<file path="src/rtl/lsu_op_sequencer.sv">
// ---------------------------------------------------------------------------
// lsu_op_sequencer
//
// Latches one decoded LSU memory operation and plays it out as 1..4
// sequential beats on the memory port. Each beat issues one request
// (valid/ready), waits for the acknowledge and, for reads, emits a single
// GPR writeback strobe. A one-cycle done pulse retires the operation.
//
// Optional feature macro: LSU_SEQ_TIMEOUT_EN
//   Defined   : 8-bit watchdog in WAIT; 255 cycles without mem_ack sets the
//               sticky error output, pulses done and abandons the operation.
//   Undefined : WAIT is unbounded, no watchdog logic, no error port.
//
// Ports
//   clk, rst_n                  clock, asynchronous active-low reset
//   start, wfid, mem_op_rd,     decoded operation, sampled only in IDLE
//   mem_op_wr, mem_gpr,
//   mem_op_cnt, gpr_op_depth,
//   sgpr_wr_mask, gpr_base_addr,
//   mem_base_addr
//   mem_req_valid/ready         request handshake
//   mem_req_addr/wr/cnt/tag     request payload, stable while valid
//   mem_ack                     completion of the outstanding request
//   gpr_wr_en/addr/mask         read writeback strobe
//   gpr_rd_addr                 write-data source register (valid in REQ)
//   busy, done, done_wfid       status and retirement pulse
//   error                       watchdog flag (macro builds only)
// ---------------------------------------------------------------------------
module lsu_op_sequencer #(
   parameter int GPR_AW = 10,
   parameter int MEM_AW = 32
) (
   input  logic              clk,
   input  logic              rst_n,
   input  logic              start,
   input  logic [5:0]        wfid,
   input  logic              mem_op_rd,
   input  logic              mem_op_wr,
   input  logic              mem_gpr,
   input  logic [5:0]        mem_op_cnt,
   input  logic [1:0]        gpr_op_depth,
   input  logic [3:0]        sgpr_wr_mask,
   input  logic [GPR_AW-1:0] gpr_base_addr,
   input  logic [MEM_AW-1:0] mem_base_addr,
   output logic              mem_req_valid,
   input  logic              mem_req_ready,
   output logic [MEM_AW-1:0] mem_req_addr,
   output logic              mem_req_wr,
   output logic [5:0]        mem_req_cnt,
   output logic [7:0]        mem_req_tag,
   input  logic              mem_ack,
   output logic              gpr_wr_en,
   output logic [GPR_AW-1:0] gpr_wr_addr,
   output logic [3:0]        gpr_wr_mask,
   output logic [GPR_AW-1:0] gpr_rd_addr,
   output logic              busy,
   output logic              done,
   output logic [5:0]        done_wfid
`ifdef LSU_SEQ_TIMEOUT_EN
   ,
   output logic              error
`endif
);

   typedef enum logic [2:0] {
      ST_IDLE,
      ST_REQ,
      ST_WAIT,
      ST_WB,
      ST_DONE
   } state_t;

   state_t            state_reg, state_next;
   logic [1:0]        beat_reg, beat_next;

   // latched operation
   logic [5:0]        wfid_reg;
   logic              rd_reg;      // read wins when both rd and wr are set
   logic              wr_reg;      // write request (wr and not rd)
   logic              vgpr_reg;
   logic [5:0]        cnt_reg;
   logic [1:0]        depth_reg;
   logic [3:0]        mask_reg;
   logic [GPR_AW-1:0] gpr_base_reg;
   logic [MEM_AW-1:0] mem_base_reg;

   logic              accept;
   logic              last_beat;
   logic              timeout;
   logic [GPR_AW-1:0] gpr_addr_cur;

   assign accept    = (state_reg == ST_IDLE) && start;
   assign last_beat = (beat_reg == depth_reg);

`ifdef LSU_SEQ_TIMEOUT_EN
   logic [7:0] wdog_reg;
   logic       error_reg;

   // Counter value k means this is the (k+1)-th WAIT cycle; the 255th
   // cycle without an ack abandons the operation.
   assign timeout = (state_reg == ST_WAIT) && !mem_ack && (wdog_reg == 8'd254);
   assign error   = error_reg;

   always_ff @(posedge clk or negedge rst_n) begin
      if (!rst_n) begin
         wdog_reg  <= 8'd0;
         error_reg <= 1'b0;
      end else begin
         if ((state_reg == ST_REQ) && mem_req_ready)
            wdog_reg <= 8'd0;
         else if (state_reg == ST_WAIT)
            wdog_reg <= wdog_reg + 8'd1;
         if (timeout)
            error_reg <= 1'b1;
      end
   end
`else
   assign timeout = 1'b0;
`endif

   // next-state logic
   always_comb begin
      state_next = state_reg;
      beat_next  = beat_reg;
      case (state_reg)
         ST_IDLE: begin
            if (start) begin
               beat_next  = 2'd0;
               state_next = (mem_op_rd || mem_op_wr) ? ST_REQ : ST_DONE;
            end
         end
         ST_REQ: begin
            if (mem_req_ready)
               state_next = ST_WAIT;
         end
         ST_WAIT: begin
            if (mem_ack) begin
               if (rd_reg) begin
                  state_next = ST_WB;
               end else if (last_beat) begin
                  state_next = ST_DONE;
               end else begin
                  beat_next  = beat_reg + 2'd1;
                  state_next = ST_REQ;
               end
            end else if (timeout) begin
               state_next = ST_DONE;
            end
         end
         ST_WB: begin
            if (last_beat) begin
               state_next = ST_DONE;
            end else begin
               beat_next  = beat_reg + 2'd1;
               state_next = ST_REQ;
            end
         end
         ST_DONE: begin
            state_next = ST_IDLE;
         end
         default: begin
            state_next = ST_IDLE;
         end
      endcase
   end

   always_ff @(posedge clk or negedge rst_n) begin
      if (!rst_n) begin
         state_reg <= ST_IDLE;
         beat_reg  <= 2'd0;
      end else begin
         state_reg <= state_next;
         beat_reg  <= beat_next;
      end
   end

   always_ff @(posedge clk or negedge rst_n) begin
      if (!rst_n) begin
         wfid_reg     <= 6'd0;
         rd_reg       <= 1'b0;
         wr_reg       <= 1'b0;
         vgpr_reg     <= 1'b0;
         cnt_reg      <= 6'd0;
         depth_reg    <= 2'd0;
         mask_reg     <= 4'd0;
         gpr_base_reg <= '0;
         mem_base_reg <= '0;
      end else if (accept) begin
         wfid_reg     <= wfid;
         rd_reg       <= mem_op_rd;
         wr_reg       <= mem_op_wr && !mem_op_rd;
         vgpr_reg     <= mem_gpr;
         cnt_reg      <= mem_op_cnt;
         depth_reg    <= gpr_op_depth;
         mask_reg     <= sgpr_wr_mask;
         gpr_base_reg <= gpr_base_addr;
         mem_base_reg <= mem_base_addr;
      end
   end

   // VGPR beats step one register / 4 bytes; SGPR beats step four
   // registers / 16 bytes. Sums wrap naturally at the port width.
   assign gpr_addr_cur = gpr_base_reg + (vgpr_reg ? GPR_AW'(beat_reg)
                                                  : GPR_AW'({beat_reg, 2'b00}));
   assign mem_req_addr = mem_base_reg + (vgpr_reg ? MEM_AW'({beat_reg, 2'b00})
                                                  : MEM_AW'({beat_reg, 4'b0000}));

   assign mem_req_valid = (state_reg == ST_REQ);
   assign mem_req_wr    = wr_reg;
   assign mem_req_cnt   = cnt_reg;
   assign mem_req_tag   = {beat_reg, wfid_reg};
   assign gpr_wr_en     = (state_reg == ST_WB);
   assign gpr_wr_addr   = gpr_addr_cur;
   assign gpr_rd_addr   = gpr_addr_cur;
   assign gpr_wr_mask   = vgpr_reg ? 4'b0001 : mask_reg;
   assign busy          = (state_reg != ST_IDLE);
   assign done          = (state_reg == ST_DONE);
   assign done_wfid     = wfid_reg;

endmodule
</file>
<file path="config.mk">
export PLATFORM = sky130hd
export DESIGN_NAME = lsu_op_sequencer
export DESIGN_NICKNAME = d
export VERILOG_FILES = /design/src/rtl/lsu_op_sequencer.sv
export SDC_FILE = /design/constraint.sdc
export NUM_CORES = 1
export LEC_CHECK = 0
export BUFFER_PORTS_ARGS = -buffer_cell sky130_fd_sc_hd__buf_2
export CAP_MARGIN = 30
export CORE_ASPECT_RATIO = 1.5
export CORE_MARGIN = 3
export CORE_UTILIZATION = 50
export DETAILED_ROUTE_END_ITERATION = 8
export GPL_TIMING_DRIVEN = 0
export PLACE_DENSITY = 0.89
export SYNTH_ARGS = -nofsm -noshare
export SYNTH_HDL_FRONTEND = slang
export SYNTH_SLANG_ARGS = --single-unit
export TNS_END_PERCENT = 100
</file>
<file path="constraint.sdc">
create_clock -name clk -period 3.3 [get_ports clk]
set_clock_uncertainty 0.1 [all_clocks]
set_input_delay 0.495 -clock clk [delete_from_list [all_inputs] [get_ports clk]]
set_output_delay 0.495 -clock clk [all_outputs]
set_load 0.02 [all_outputs]
</file>
==> run_results.csv <==
group,metric,value,unit
sta,worst_slew_pin_slew,0.857,ns
layout,fillCellCount,582,
yosys,ys_async_sr_fraction,100,%
sta,hold_viol,0,
yosys,synth_top_area_share,42.8,%
floorplanning,initial_core_util,51.9,%
power,leakagePower,2.51,nW
setup_path,start_kind,"flop",
sta,period_share,97.2,%
layout,n_antenna_cell,0,
setup_path,regToRegStartpoint,"state_reg[2]",
setup_path,cp-endpoint,"gpr_wr_addr[8]",
setup_path,rrSetupSlack,1.37,ns
clocking,hold_buffers,0,
clocking,clkTransAtPathRegs,0.06,ns
placement,place.detailed.hpwl,6.82,mm
setup_path,crit_arrival,2.61,ns
yosys,synthesis.area,0.00398,mm^2
setup_path,crit_path_start,"beat_reg[0]",
yosys,synth_mux_area_share,17.5,%
setup_path,crit_path_end_kind,"output pin",
yosys,synth_area_leader_cell,"dfrtp_1",
routing,ant_nets,0,
routing,wl,8.97,mm
yosys,yosysUniqueCellTypes,49,
yosys,syn_inst,344,
floorplanning,rows,39,
placement,placedCellCount,594,
setup_path,cp_max_fo,9,
setup_path,worstSetupPathType,"reg -> out",
power,p_comb_share,55.0,%
clocking,htreeDepth,3,
clocking,cts_sinks,68,
clocking,cts_buffers,9,
routing,wl_per_cell,14.7,um
sta,setup_viol,0,
sta,fmax,0.312,GHz
routing,drtIter0Drc,73,
routing,vias,3154,
power,switching_power,2.47,mW
power,power_density,1120,mW/mm^2
placement,io_buffers,148,
layout,largest_reg_flops,32,
layout,final_cell_mix,"buf_2 (149), dfrtp_1 (67), mux2_1 (46), xnor2_1 (34), buf_4 (24)",
power,max-vdd-ir-drop,0.684,mV
yosys,synth_top_family_by_area,"multiplexers",
flow_run,cap_violations,0,
power,power,5.92,mW
hold_path,hold_path_class,"in -> async",
sta,slew_viol_final,0,
floorplanning,core,0.00766,mm^2
routing,firstDrtPassIters,4,
sta,period_minus_slack,3.21,ns
yosys,synth.area.top_cells,"dfrtp_1 (43%), mux2_1 (13%), xnor2_1 (7.9%), mux2_2 (4.2%), buf_4 (4.0%)",
power,p_clk_share,17.8,%
yosys,ys_seq_area_share,42.8,%
yosys,syn-num-nets,418,
layout,area_growth,32.3,%
yosys,synthSimpleGateAreaFrac,14.2,%
setup_path,required,2.70,ns
sta,relSlewSlack,42.8,%
sta,fin_ws,0.0916,ns
global_route,antenna_found_initial,0,
status,outcome,"finished, final reports clean",
floorplanning,die_h,115,um
clocking,cts_tree,"done",
global_route,first_global_vias,3111,
routing,viasPerCell,5.15,
setup_path,r2r_cells,6,
sta,setup-tns-final,0,ns
power,pwr-share-seq,27.2,%
yosys,synth_xor_xnor_area_share,9.25,%
yosys,yosysWarnings,0,
layout,final_common_cell,"buf_2",
global_route,grt_pass1_wl,14.3,mm
power,intPower,3.44,mW
floorplanning,die_w,78.8,um
clocking,clock_path_buffers,2,
global_route,grt_use_total,20.1,%
yosys,synth.avg_cell_area,11.6,um^2
clocking,clock_latency,0.32,ns
yosys,yosys_register_bits,68,
yosys,synth_edf_count,0,
layout,final_area,0.00526,mm^2
placement,finalWeightedCongestion,0.748,
routing,remaining_drc_errors,0,
placement,dp_worst_setup_slack,-0.168,ns
layout,nets,579,
yosys,synth_fa_ha_area_share,2.14,%
placement,placed_cell_area,0.00485,mm^2
yosys,synth_compound_area_share,5.32,%
global_route,grt-ovfl-total,0,
layout,fin_cells,612,
layout,drive_gt1_share,48.2,%
floorplanning,die-area,0.00908,mm^2
yosys,synth_flop_cell,"dfrtp_1",
setup_path,rr_endpoint,"mem_base_reg[24]",
floorplanning,ios,149,
power,power.share.switching,41.8,%
global_route,grt_max_degree,69,
clocking,cts_root_buf,"clkbuf_16",
[worst max-delay path: stages (launching register included)]
cell and delay [ns]:
dfrtp_1 0.38, buf_4 0.18, and2_1 0.19, ha_1 0.21, ha_2 0.21, a311o_1 0.32, a31o_2 0.28, nand2_1 0.11
xnor2_2 0.13, buf_4 0.13, buf_2 0.15
[repair_timing]
| action | CTS | global route |
|---|---|---|
| gates cloned | 0 | 0 |
| endpoints found under the hold margin | 0 | 0 |
| endpoints found under the setup margin | 34 | 25 |
| buffers inserted | 1 | 1 |
| resized for setup | 8 | 10 |
| pin swaps | 1 | 1 |
[through the flow]
step | utilization, % | hold slack [ns]
after global routing | 68.7 | 0.235
after floorplan | - | 0.0994
after global placement | 63.3 | 0.359
after detailed placement | 63.3 | 0.369
after CTS | 68.1 | 0.206
final | 68.7 | 0.165
[final cells by class]
cell class	count	area [um^2]	share of cell area, %
flip-flops and latches	68	1700	32.4
plain buffers	37	345	6.56
clock inverters	4	70.1	1.33
inverters	5	18.8	0.357
clock buffers	12	267	5.06
well taps	102	128	2.43
multi-input cells	234	1970	37.4
repair buffers	150	761	14.5
[how the worst min path moves through the flow]
stage | from | endpoint | slack, ns
finish | rst_n | mem_base_reg[26] | 0.17
global route | rst_n | mem_base_reg[26] | 0.23
CTS | rst_n | mem_base_reg[26] | 0.21
detailed placement | mask_reg[2] | mask_reg[2] | 0.37
global placement | mask_reg[0] | mask_reg[0] | 0.36
floorplan | rst_n | beat_reg[0] | 0.1
[Yosys cell counts (2+ instances only)]
cell type	instances
dfrtp_1	68
mux2_1	46
xnor2_1	36
buf_4	21
mux2_2	15
nand2_1	15
nor2_1	13
and3_1	11
a21oi_1	9
nand4_1	9
nand3_2	8
o21ai_0	8
nand3_1	7
nor2b_1	7
ha_1	6
xor2_1	6
and2_1	5
inv_1	5
buf_12	4
buf_2	4
buf_6	4
and4_1	3
clkbuf_1	3
a311o_1	2
a31o_2	2
o211ai_1	2
o21bai_1	2
o2bb2ai_1	2
[kinds of logic after synthesis]
group | after synthesis
muxes | 62
AOI/OAI and AO/OA | 32
DFF | 68
adders and majority gates | 7
xor gates and xnor gates | 42
buffers and inverters | 42
and+or+nand+nor | 91
[metal layers]
metal / share of wire (%) / wire [um] / GRT usage, %
met1: 38 / 3450 / 22.7
met2: 53 / 4790 / 36.4
met3: 5.9 / 529 / 4.00
met4: 2.3 / 207 / 9.40
met5: 0 / 0 / 0
[power groups by stage]
stage	sequential (mW)	combinational, mW	clock, mW
after detailed placement	1.62	3.21	0
after global routing	1.68	3.51	1.11
after floorplan	1.65	2.24	0
after CTS	1.61	3.25	1.07
after global placement	1.58	3.13	0
final	1.61	3.25	1.06
Note: power is estimated with default switching activity, not from simulation.
